**config.mk**
```make
export PLATFORM = sky130hd
export DESIGN_NAME = exibe_sequencia_flat
export DESIGN_NICKNAME = d
export VERILOG_FILES = /design/src/rtl/exibe_sequencia_if.sv /design/src/rtl/exibe_sequencia.sv /design/src/flat_wrapper.sv
export SDC_FILE = /design/constraint.sdc
export NUM_CORES = 1
export LEC_CHECK = 0
export BUFFER_PORTS_ARGS = -buffer_cell sky130_fd_sc_hd__buf_2
export CORE_MARGIN = 2
export CORE_UTILIZATION = 59
export CTS_CLUSTER_SIZE = 8
export DETAILED_ROUTE_END_ITERATION = 10
export GPL_ROUTABILITY_DRIVEN = 0
export PLACE_DENSITY = 0.83
export SLEW_MARGIN = 20
export SYNTH_ARGS = -nofsm -noshare
export SYNTH_HDL_FRONTEND = slang
export SYNTH_SLANG_ARGS = --single-unit
```
**constraint.sdc**
```tcl
create_clock -name clock -period 4.3 [get_ports clock]
set_input_delay 0 -clock clock [delete_from_list [all_inputs] [get_ports clock]]
set_output_delay 0 -clock clock [all_outputs]
set_load 0.01 [all_outputs]
```
**src/rtl/exibe_sequencia_if.sv**
```systemverilog
// -----------------------------------------------------------------------------
// exibe_sequencia_if
// Purpose : read port between the sequence presenter and the sequence memory.
// Signals :
//   endereco  address of the item currently presented (driven by the presenter)
//   dado      item stored at endereco; combinational read, valid in the same
//             cycle the address is presented (driven by the memory)
// Modports:
//   master  presenter side (drives endereco, reads dado)
//   slave   memory side    (reads endereco, drives dado)
// -----------------------------------------------------------------------------
interface exibe_sequencia_if;
  logic [3:0] endereco;
  logic [3:0] dado;

  modport master (output endereco, input dado);
  modport slave  (input endereco, output dado);
endinterface

```
**src/rtl/exibe_sequencia.sv**
```systemverilog
// -----------------------------------------------------------------------------
// exibe_sequencia
// Purpose : presents the items 0..limite of a sequence memory on four LEDs.
//           Each item is lit for T_ON cycles and followed by T_OFF dark cycles.
// Parameters:
//   T_ON   cycles each item is lit          (1..65535)
//   T_OFF  dark cycles between items        (1..65535)
// Ports:
//   clock      system clock, rising edge
//   reset      synchronous, active-high reset
//   iniciar    level request to start a presentation
//   limite     index of the last item to present
//   mem        memory read port (endereco out, dado in)
//   leds       pattern shown to the player (dado while lit, 0 otherwise)
//   ativo      high while a presentation is in progress
//   pronto     one-cycle pulse marking the end of a presentation
//   db_estado  current FSM state code
//
// Handshake: iniciar is a level request that is only looked at in INICIAL;
// everywhere else it is ignored. Completion is signalled by a single-cycle
// pronto pulse in FIM. If iniciar is still high when the FSM is back in
// INICIAL, a new presentation starts immediately.
// -----------------------------------------------------------------------------
module exibe_sequencia #(
  parameter int T_ON  = 1000,
  parameter int T_OFF = 500
) (
  input  logic                      clock,
  input  logic                      reset,
  input  logic                      iniciar,
  input  logic [3:0]                limite,
  exibe_sequencia_if.master         mem,
  output logic [3:0]                leds,
  output logic                      ativo,
  output logic                      pronto,
  output logic [3:0]                db_estado
);

  typedef enum logic [3:0] {
    INICIAL = 4'd0,
    PREPARA = 4'd1,
    MOSTRA  = 4'd2,
    APAGA   = 4'd3,
    PROXIMO = 4'd4,
    FIM     = 4'd5
  } estado_t;

  // Terminal counts; the timer counts 0..T-1 so each phase lasts exactly T cycles.
  localparam logic [15:0] TON_LAST  = 16'(T_ON - 1);
  localparam logic [15:0] TOFF_LAST = 16'(T_OFF - 1);

  estado_t     r_estado;
  estado_t     w_prox_estado;
  logic [15:0] r_timer;
  logic [15:0] w_prox_timer;
  logic [3:0]  r_endereco;
  logic [3:0]  w_prox_endereco;
  logic [3:0]  r_lim;
  logic [3:0]  w_prox_lim;

  // State and datapath registers; reset wins over every other event.
  always_ff @(posedge clock) begin
    if (reset) begin
      r_estado   <= INICIAL;
      r_timer    <= 16'd0;
      r_endereco <= 4'd0;
      r_lim      <= 4'd0;
    end else begin
      r_estado   <= w_prox_estado;
      r_timer    <= w_prox_timer;
      r_endereco <= w_prox_endereco;
      r_lim      <= w_prox_lim;
    end
  end

  // Next-state, datapath updates and Moore outputs.
  always_comb begin
    w_prox_estado   = INICIAL;
    w_prox_timer    = r_timer;
    w_prox_endereco = r_endereco;
    w_prox_lim      = r_lim;
    leds            = 4'd0;
    ativo           = 1'b0;
    pronto          = 1'b0;

    case (r_estado)
      INICIAL: begin
        if (iniciar) begin
          // limite is captured here so later changes cannot alter the run.
          w_prox_estado   = PREPARA;
          w_prox_lim      = limite;
          w_prox_endereco = 4'd0;
          w_prox_timer    = 16'd0;
        end else begin
          w_prox_estado = INICIAL;
        end
      end

      PREPARA: begin
        ativo         = 1'b1;
        w_prox_estado = MOSTRA;
      end

      MOSTRA: begin
        ativo = 1'b1;
        leds  = mem.dado;
        if (r_timer == TON_LAST) begin
          w_prox_timer  = 16'd0;
          w_prox_estado = APAGA;
        end else begin
          w_prox_timer  = r_timer + 16'd1;
          w_prox_estado = MOSTRA;
        end
      end

      APAGA: begin
        ativo = 1'b1;
        if (r_timer == TOFF_LAST) begin
          w_prox_timer  = 16'd0;
          w_prox_estado = (r_endereco == r_lim) ? FIM : PROXIMO;
        end else begin
          w_prox_timer  = r_timer + 16'd1;
          w_prox_estado = APAGA;
        end
      end

      PROXIMO: begin
        // Only reached while r_endereco < r_lim <= 15, so this never wraps.
        ativo           = 1'b1;
        w_prox_endereco = r_endereco + 4'd1;
        w_prox_estado   = MOSTRA;
      end

      FIM: begin
        pronto        = 1'b1;
        w_prox_estado = INICIAL;
      end

      default: begin
        // Unused codes recover to the idle state on the next edge.
        w_prox_estado = INICIAL;
      end
    endcase
  end

  assign mem.endereco = r_endereco;
  assign db_estado    = r_estado;

endmodule
```
**src/flat_wrapper.sv**
```systemverilog
// flat-port wrapper written by rule: the top's interface ports become plain ports
module exibe_sequencia_flat 
#(
  parameter int T_ON  = 1000,
  parameter int T_OFF = 500
)
  (clock, reset, iniciar, limite, leds, ativo, pronto, db_estado, mem_endereco, mem_dado);
  exibe_sequencia_if mem_i ();
  input  logic clock;
  input  logic reset;
  input  logic iniciar;
  input  logic [3:0] limite;
  output logic [3:0] leds;
  output logic ativo;
  output logic pronto;
  output logic [3:0] db_estado;
  output wire logic [$bits(mem_i.endereco)-1:0] mem_endereco;
  input wire logic [$bits(mem_i.dado)-1:0] mem_dado;
  assign mem_endereco = mem_i.endereco;
  assign mem_i.dado = mem_dado;
  exibe_sequencia #(.T_ON(T_ON), .T_OFF(T_OFF)) u_core (.clock(clock), .reset(reset), .iniciar(iniciar), .limite(limite), .mem(mem_i), .leds(leds), .ativo(ativo), .pronto(pronto), .db_estado(db_estado));
endmodule
```
==> metrics.md, run 1 <==
| Metric | Value |
|---|---|
| CP startpoint kind | `register` |
| Gr ovfl total | `0` |
| Routed wire per std cell | `15.01 um` |
| Final min period | `2.255 ns` |
| Status | `finished, final reports clean` |
| Syn_area_per_cell | `8.339 sq um` |
| Comb power frac | `13.7%` |
| Cell Area, Synth | `1493 sq um` |
| Via count | `1414` |
| Sequential cell area in the final layout | `540.5 sq um` |
| Chip Height | `54.30 um` |
| Synth warnings | `0` |
| Setup violators final | `0` |
| Top cell type by total area after synthesis | `dfxtp_1` |
| Post-synth EDFFs | `0` |
| Sequential share of the synthesized area | `36.21%` |
| CP cell instances | `nor3b_2, inv_1, o32ai_4, a41oi_1, a31oi_1` |
| Final hold violation count | `0` |
| Tightest Hold Check Type | `in -> reg` |
| Routed WL | `3453 um` |
| Final Cycle Share | `52.45%` |
| Slew margin rel. | `about two fifths` |
| Max incr delay on CP | `around 0.7 ns` |
| VDD IR max | `0.2438 mV` |
| CTS buffer count | `3` |
| Post-route setup slack | `roughly 2.0 ns` |
| CP top delay family | `compound AO/OA/AOI/OAI gates` |
| Clk pwr share | `25.8%` |
| Post-Layout Cell Count | `between 200 and 250` |
| Worst slew pin tran | `0.9207 ns` |
| Worst Path Arrival | `~2.5 ns` |
| Most frequent cells in the layout | `dfxtp_1, buf_2, nor2_1` |
| First-pass detailed-route iteration total | `4` |
| Share of the synthesized area in the top cell type | `36.21%` |
| Maxcap violations | `0` |
| Cell Rows | `18` |
| PwrDens | `roughly 260 nW/um^2` |
| Sw Share | `26.92%` |
| Slowest CP cell | `o32ai_4` |
| Layout fillers | `201` |
| Initial antenna violation count | `0` |
| Lkg Pwr | `0.6126 nW` |
| Fin Hold WS | `~0.050 ns` |
| Cts repair resizes | `0` |
| I/O Pins | `25` |
| Pre-CTS setup slack | `roughly 1.8 ns` |
| Synth area leaders | `dfxtp_1, nor2_1, mux2i_1, a31oi_1, a21oi_1` |
| Worst-path clk slew | `0.14 ns` |
| DP Area | `around 1600 sq um` |
| H-tree levels | `1` |
| Global-route wire length before repair | `5451 um` |
| CTS Buffer Depth | `2` |
| Pins Over Slew Limit | `0` |
| Fin Setup TNS | `0 ns` |
| Multi-input logic area | `894.6 sq um` |
| Area Growth Syn to Fin | `11.82%` |
| Clock root buffer | `clkbuf_4` |
| CP Class | `reg -> reg` |
| Core ar. | `2432 sq um` |
| RSZ-0062 raised after global routing | `no` |
| Final Skew | `0.006043 ns` |
| Leading cell type in the layout, fill and taps excluded | `dfxtp_1` |
| Pin count of the biggest net entering global routing | `24` |
| Synth Net Count | `192` |
| Post-route ant nets | `0` |
| Yosys cell types | `46` |
| Detail Placement HPWL | `2390 um` |
| Initial DRC count | `48` |
| Drc violations | `0` |
| Final Core Density | `68.62%` |
| Clock latency on the worst-skew pair | `between 0.3 and 0.4 ns` |
| Asr flop ratio synth | `0%` |
| Synth Flop Type | `dfxtp_1` |
| CP Buf/Inv Count | `1` |
| CTS Sinks | `27` |
| P_sw | `0.1168 mW` |
| #FFs+latches synth | `27` |
| Vias in the first global route | `~1200` |
| Post-placement cell count | `222` |
| DIE AREA | `2948 sq um` |
| Port-buffer cells | `23` |
| P_int | `approximately 0.32 mW` |
| CP required | `4.55 ns` |
| Total track usage | `24.93%` |
| Fin area | `roughly 1700 sq um` |
| Reg power frac | `60.6%` |
| Ant diodes | `0` |
| Mapped Cells | `179` |
| Peak Freq | `0.4434 GHz` |
| Vias per std cell | `6.148` |
| Final Power | `between 0.4 and 0.5 mW` |
| Critical Path End Type | `register` |
| Layout cells sized above 1 | `17.00%` |
| CTS tree | `built` |
| Final nets | `214` |
| Starting Density | `about three fifths` |
| Die width | `54.30 um` |
| Max FO, Critical Path | `23` |
[layer usage]
layer | vias up | share of wire, % | global-route usage (%)
met5 | - | 0 | 0
met4 | 0 | 1.2 | 5.833
met3 | 4 | 6.1 | 2.459
met2 | 61 | 47 | 41.97
met1 | 648 | 45 | 34.30
li1 | 701 | - | -
[path summary, 6_finish.rpt]
path	startpoint	slack [ns]	endpoint	depth (start not counted)
worst min-delay path	reset	0.05	u_core.r_lim[0]	2
worst max-delay path	u_core.db_estado[1]	2.04	u_core.r_timer[14]	5
worst min register to register	u_core.r_timer[15]	0.52	u_core.r_timer[15]	1
worst max register to register	u_core.db_estado[1]	2.04	u_core.r_timer[14]	5
[flip-flops by register name, summed over array words and instances (netlist names)]
register             count
u_core.r_lim             4
u_core.mem.endereco      4
u_core.r_timer          16
u_core.db_estado         3
[cell type report]
cell class / count / area share [%]
tap: 30 / 2.249
clock buffer: 4 / 1.574
sequential: 27 / 32.38
inverter: 4 / 0.8996
multi-input combinational: 138 / 53.60
timing repair buffer: 27 / 9.295
[kinds of logic after synthesis]
family / count (synthesis) / synth area share (%)
multiplexers: 7 / 4.694
XOR/XNOR: 6 / 3.521
buffers and inverters: 14 / 4.610
AO/OA/AOI/OAI: 37 / 16.01
AND/OR/NAND/NOR: 85 / 33.03
other: 1 / 0.2512
adder cells (fa/ha/maj): 2 / 1.676
flip-flops: 27 / 36.21
[synthesized netlist by cell type, drive strengths merged (3+ instances only)]
library cell	n
a31oi	11
and3	3
nor3	9
o21ai	4
mux2i	7
nor2	19
buf	8
nand2b	3
dfxtp	27
a21oi	12
xnor2	5
inv	4
nor2b	4
nand3	12
and2	4
nand4	4
nand2	12
[worst register-to-register path, stage by stage (launching register included)]
cell,delay (ns)
dfxtp_1,0.53
nor3b_2,0.35
inv_1,0.14
o32ai_4,0.71
a41oi_1,0.23
a31oi_1,0.23
[power groups by stage]
stage | sequential [mW] | combinational, mW | clock, mW
after floorplan | 0.265 | 0.0433 | 0
after detailed placement | 0.268 | 0.0549 | 0
after global routing | 0.264 | 0.0655 | 0.122
final | 0.263 | 0.0593 | 0.112
after CTS | 0.262 | 0.0578 | 0.115
after global placement | 0.267 | 0.0524 | 0
[what timing repair did]
| item | 4_1_cts | 5_1_grt |
|---|---|---|
| hold endpoints to repair | 4 | 0 |
| hold buffers | 4 | 0 |
| buffers inserted | 0 | 0 |
Power figures use the tool's default switching activity.
==> inputs of run 2 (changes only) <==
--- a/config.mk
+++ b/config.mk
@@ -7,11 +7,11 @@
 export LEC_CHECK = 0
 export BUFFER_PORTS_ARGS = -buffer_cell sky130_fd_sc_hd__buf_2
 export CORE_MARGIN = 2
-export CORE_UTILIZATION = 59
+export CORE_UTILIZATION = 50
 export CTS_CLUSTER_SIZE = 8
 export DETAILED_ROUTE_END_ITERATION = 10
 export GPL_ROUTABILITY_DRIVEN = 0
-export PLACE_DENSITY = 0.83
+export PLACE_DENSITY = 0.75
 export SLEW_MARGIN = 20
 export SYNTH_ARGS = -nofsm -noshare
 export SYNTH_HDL_FRONTEND = slang
==> constraint.sdc (replaced) <==
create_clock -name clock -period 2 [get_ports clock]
set_input_delay 0 -clock clock [delete_from_list [all_inputs] [get_ports clock]]
set_output_delay 0 -clock clock [all_outputs]
set_load 0.01 [all_outputs]
==> metrics.md, run 2 (synthesis results as in run 1) <==
| Metric | Value |
|---|---|
| Detail Placement HPWL | `2516 um` |
| First-pass detailed-route iteration total | `7` |
| Max incr delay on CP | `0.57 ns` |
| Routed wire per std cell | `13.96 um` |
| CP cell instances | `or4_4, nor4_4, o32ai_4, buf_4, a221o_1` |
| Via count | `1480` |
| Drc violations | `3` |
| Post-route ant nets | `0` |
| CTS buffer count | `3` |
| Critical Path End Type | `register` |
| Global-route wire length before repair | `~5700 um` |
| RSZ-0062 raised after global routing | `yes` |
| Setup violators final | `0` |
| DIE AREA | `3439 sq um` |
| Most frequent cells in the layout | `dfxtp_1, buf_2, nor2_1` |
| CTS tree | `built` |
| Core ar. | `2805 sq um` |
| Failing checks | `DRC` |
| CP top delay family | `simple AND/OR/NAND/NOR gates` |
| Chip Height | `between 50 and 60 um` |
| Port-buffer cells | `23` |
| CTS Sinks | `27` |
| Hold Startpoint | `reset` |
| Worst-path clk slew | `0.15 ns` |
| Most flop-heavy register | `u_core.r_timer` |
| CP Class | `reg -> reg` |
| Die width | `58.64 um` |
| Worst slew pin tran | `0.5513 ns` |
| Post-route setup slack | `around 0.038 ns` |
| Worst R2R End | `u_core.r_timer[12]` |
| H-tree levels | `1` |
| Vias per std cell | `5.920` |
| Worst Path Arrival | `2.20 ns` |
| Total track usage | `21.26%` |
| Gr ovfl total | `0` |
| Pins Over Slew Limit | `0` |
| CP startpoint kind | `register` |
| I/O Pins | `25` |
| Slowest CP cell | `or4_4` |
| Status | `finished with violations` |
| Max FO, Critical Path | `5` |
| Reg2reg setup slack | `0.04 ns` |
| Max reg flops | `16` |
| Routed WL | `3489 um` |
| R2r worst-path depth | `5` |
| CP Buf/Inv Count | `1` |
| Fin area | `1852 sq um` |
| Pin count of the biggest net entering global routing | `20` |
| Pre-CTS setup slack | `0.07082 ns` |
| Initial DRC count | `between 100 and 150` |
| Initial antenna violation count | `0` |
| Hold depth | `2` |
| Final min period | `1.962 ns` |
| Slew margin rel. | `between 60% and 70%` |
| Clock root buffer | `clkbuf_4` |
| Vias in the first global route | `1327` |
| Layout cells sized above 1 | `~27%` |
| Lkg Pwr | `0.7141 nW` |
| Leading cell type in the layout, fill and taps excluded | `dfxtp_1` |
| Maxcap violations | `0` |
| Final Cycle Share | `98.10%` |
| CTS Buffer Depth | `2` |
| Tightest Hold Check Type | `in -> reg` |
| Hold endpoint | `u_core.r_timer[0]` |
| Final hold violation count | `0` |
| Clock latency on the worst-skew pair | `between 0.3 and 0.4 ns` |
| PwrDens | `510.1 nW/um^2` |
| Peak Freq | `0.5097 GHz` |
| Worst R2R Start | `u_core.r_timer[13]` |
| CP required | `2.24 ns` |
| Starting Density | `53.21%` |
| Area Growth Syn to Fin | `24.06%` |
| Ant diodes | `0` |
| VDD IR max | `around 0.39 mV` |
| Final nets | `233` |
| Cell Rows | `19` |
| DP Area | `1705 sq um` |
| Final Skew | `roughly 0.012 ns` |
[run 2: worst max path at each step]
stage | startpoint | to | slack, ns | cells past startpoint
5_1_grt | u_core.r_timer[13] | u_core.r_timer[12] | -0.02 | 5
3_3_place_gp | u_core.r_timer[13] | u_core.r_timer[14] | 0.18 | 6
3_5_place_dp | u_core.r_timer[0] | u_core.r_timer[14] | 0.07 | 7
6_report | u_core.r_timer[13] | u_core.r_timer[12] | 0.04 | 5
4_1_cts | u_core.r_timer[0] | u_core.r_timer[14] | 0.06 | 7
2_1_floorplan | u_core.r_timer[13] | u_core.r_timer[12] | 0.13 | 5
[run 2: per-stage QoR]
stage               setup TNS, ns  power (mW)  utilization, %  hold WS [ns]  cells
finish                          0      0.9445           66.01       0.04978    250
CTS                             0      0.9381           63.16       0.04236    246
global route             -0.02390      0.9878           66.01       0.07171    250
detailed placement              0      0.7050           60.79        0.2445    238
global placement                0      0.7010           60.79        0.2396    238
floorplan                       0      0.6624               -        0.1444    179
[run 2: layout make-up]
cell class                 count  area, sq um
clock buffer                   4        26.28
inverter                       4        15.01
fill                         226        953.4
timing repair buffer          46        299.0
multi-input combinational    138        930.9
tap                           31        38.79
sequential                    27        541.8
[run 2: power breakdown]
part / internal [mW] / switching, mW / leakage (nW) / total, mW
combinational: 0.0686 / 0.0781 / 0.480 / 0.147
clock: 0.0782 / 0.158 / 0.0150 / 0.236
sequential: 0.550 / 0.0123 / 0.219 / 0.562
total: 0.697 / 0.248 / 0.714 / 0.945
[run 2: timing repair]
action	in CTS	in global routing
gates resized for setup	0	8
endpoints found under the setup margin	0	16
buffers inserted	0	3
hold buffers	4	0
endpoints found under the hold margin	4	0
[run 2: per-layer routing]
layer	up-vias	track usage, %	part of all wire [%]
met5	-	0	0
met4	0	8.766	1.7
met3	9	1.758	6.3
met2	61	34.83	47
met1	678	28.94	45
li1	732	-	-
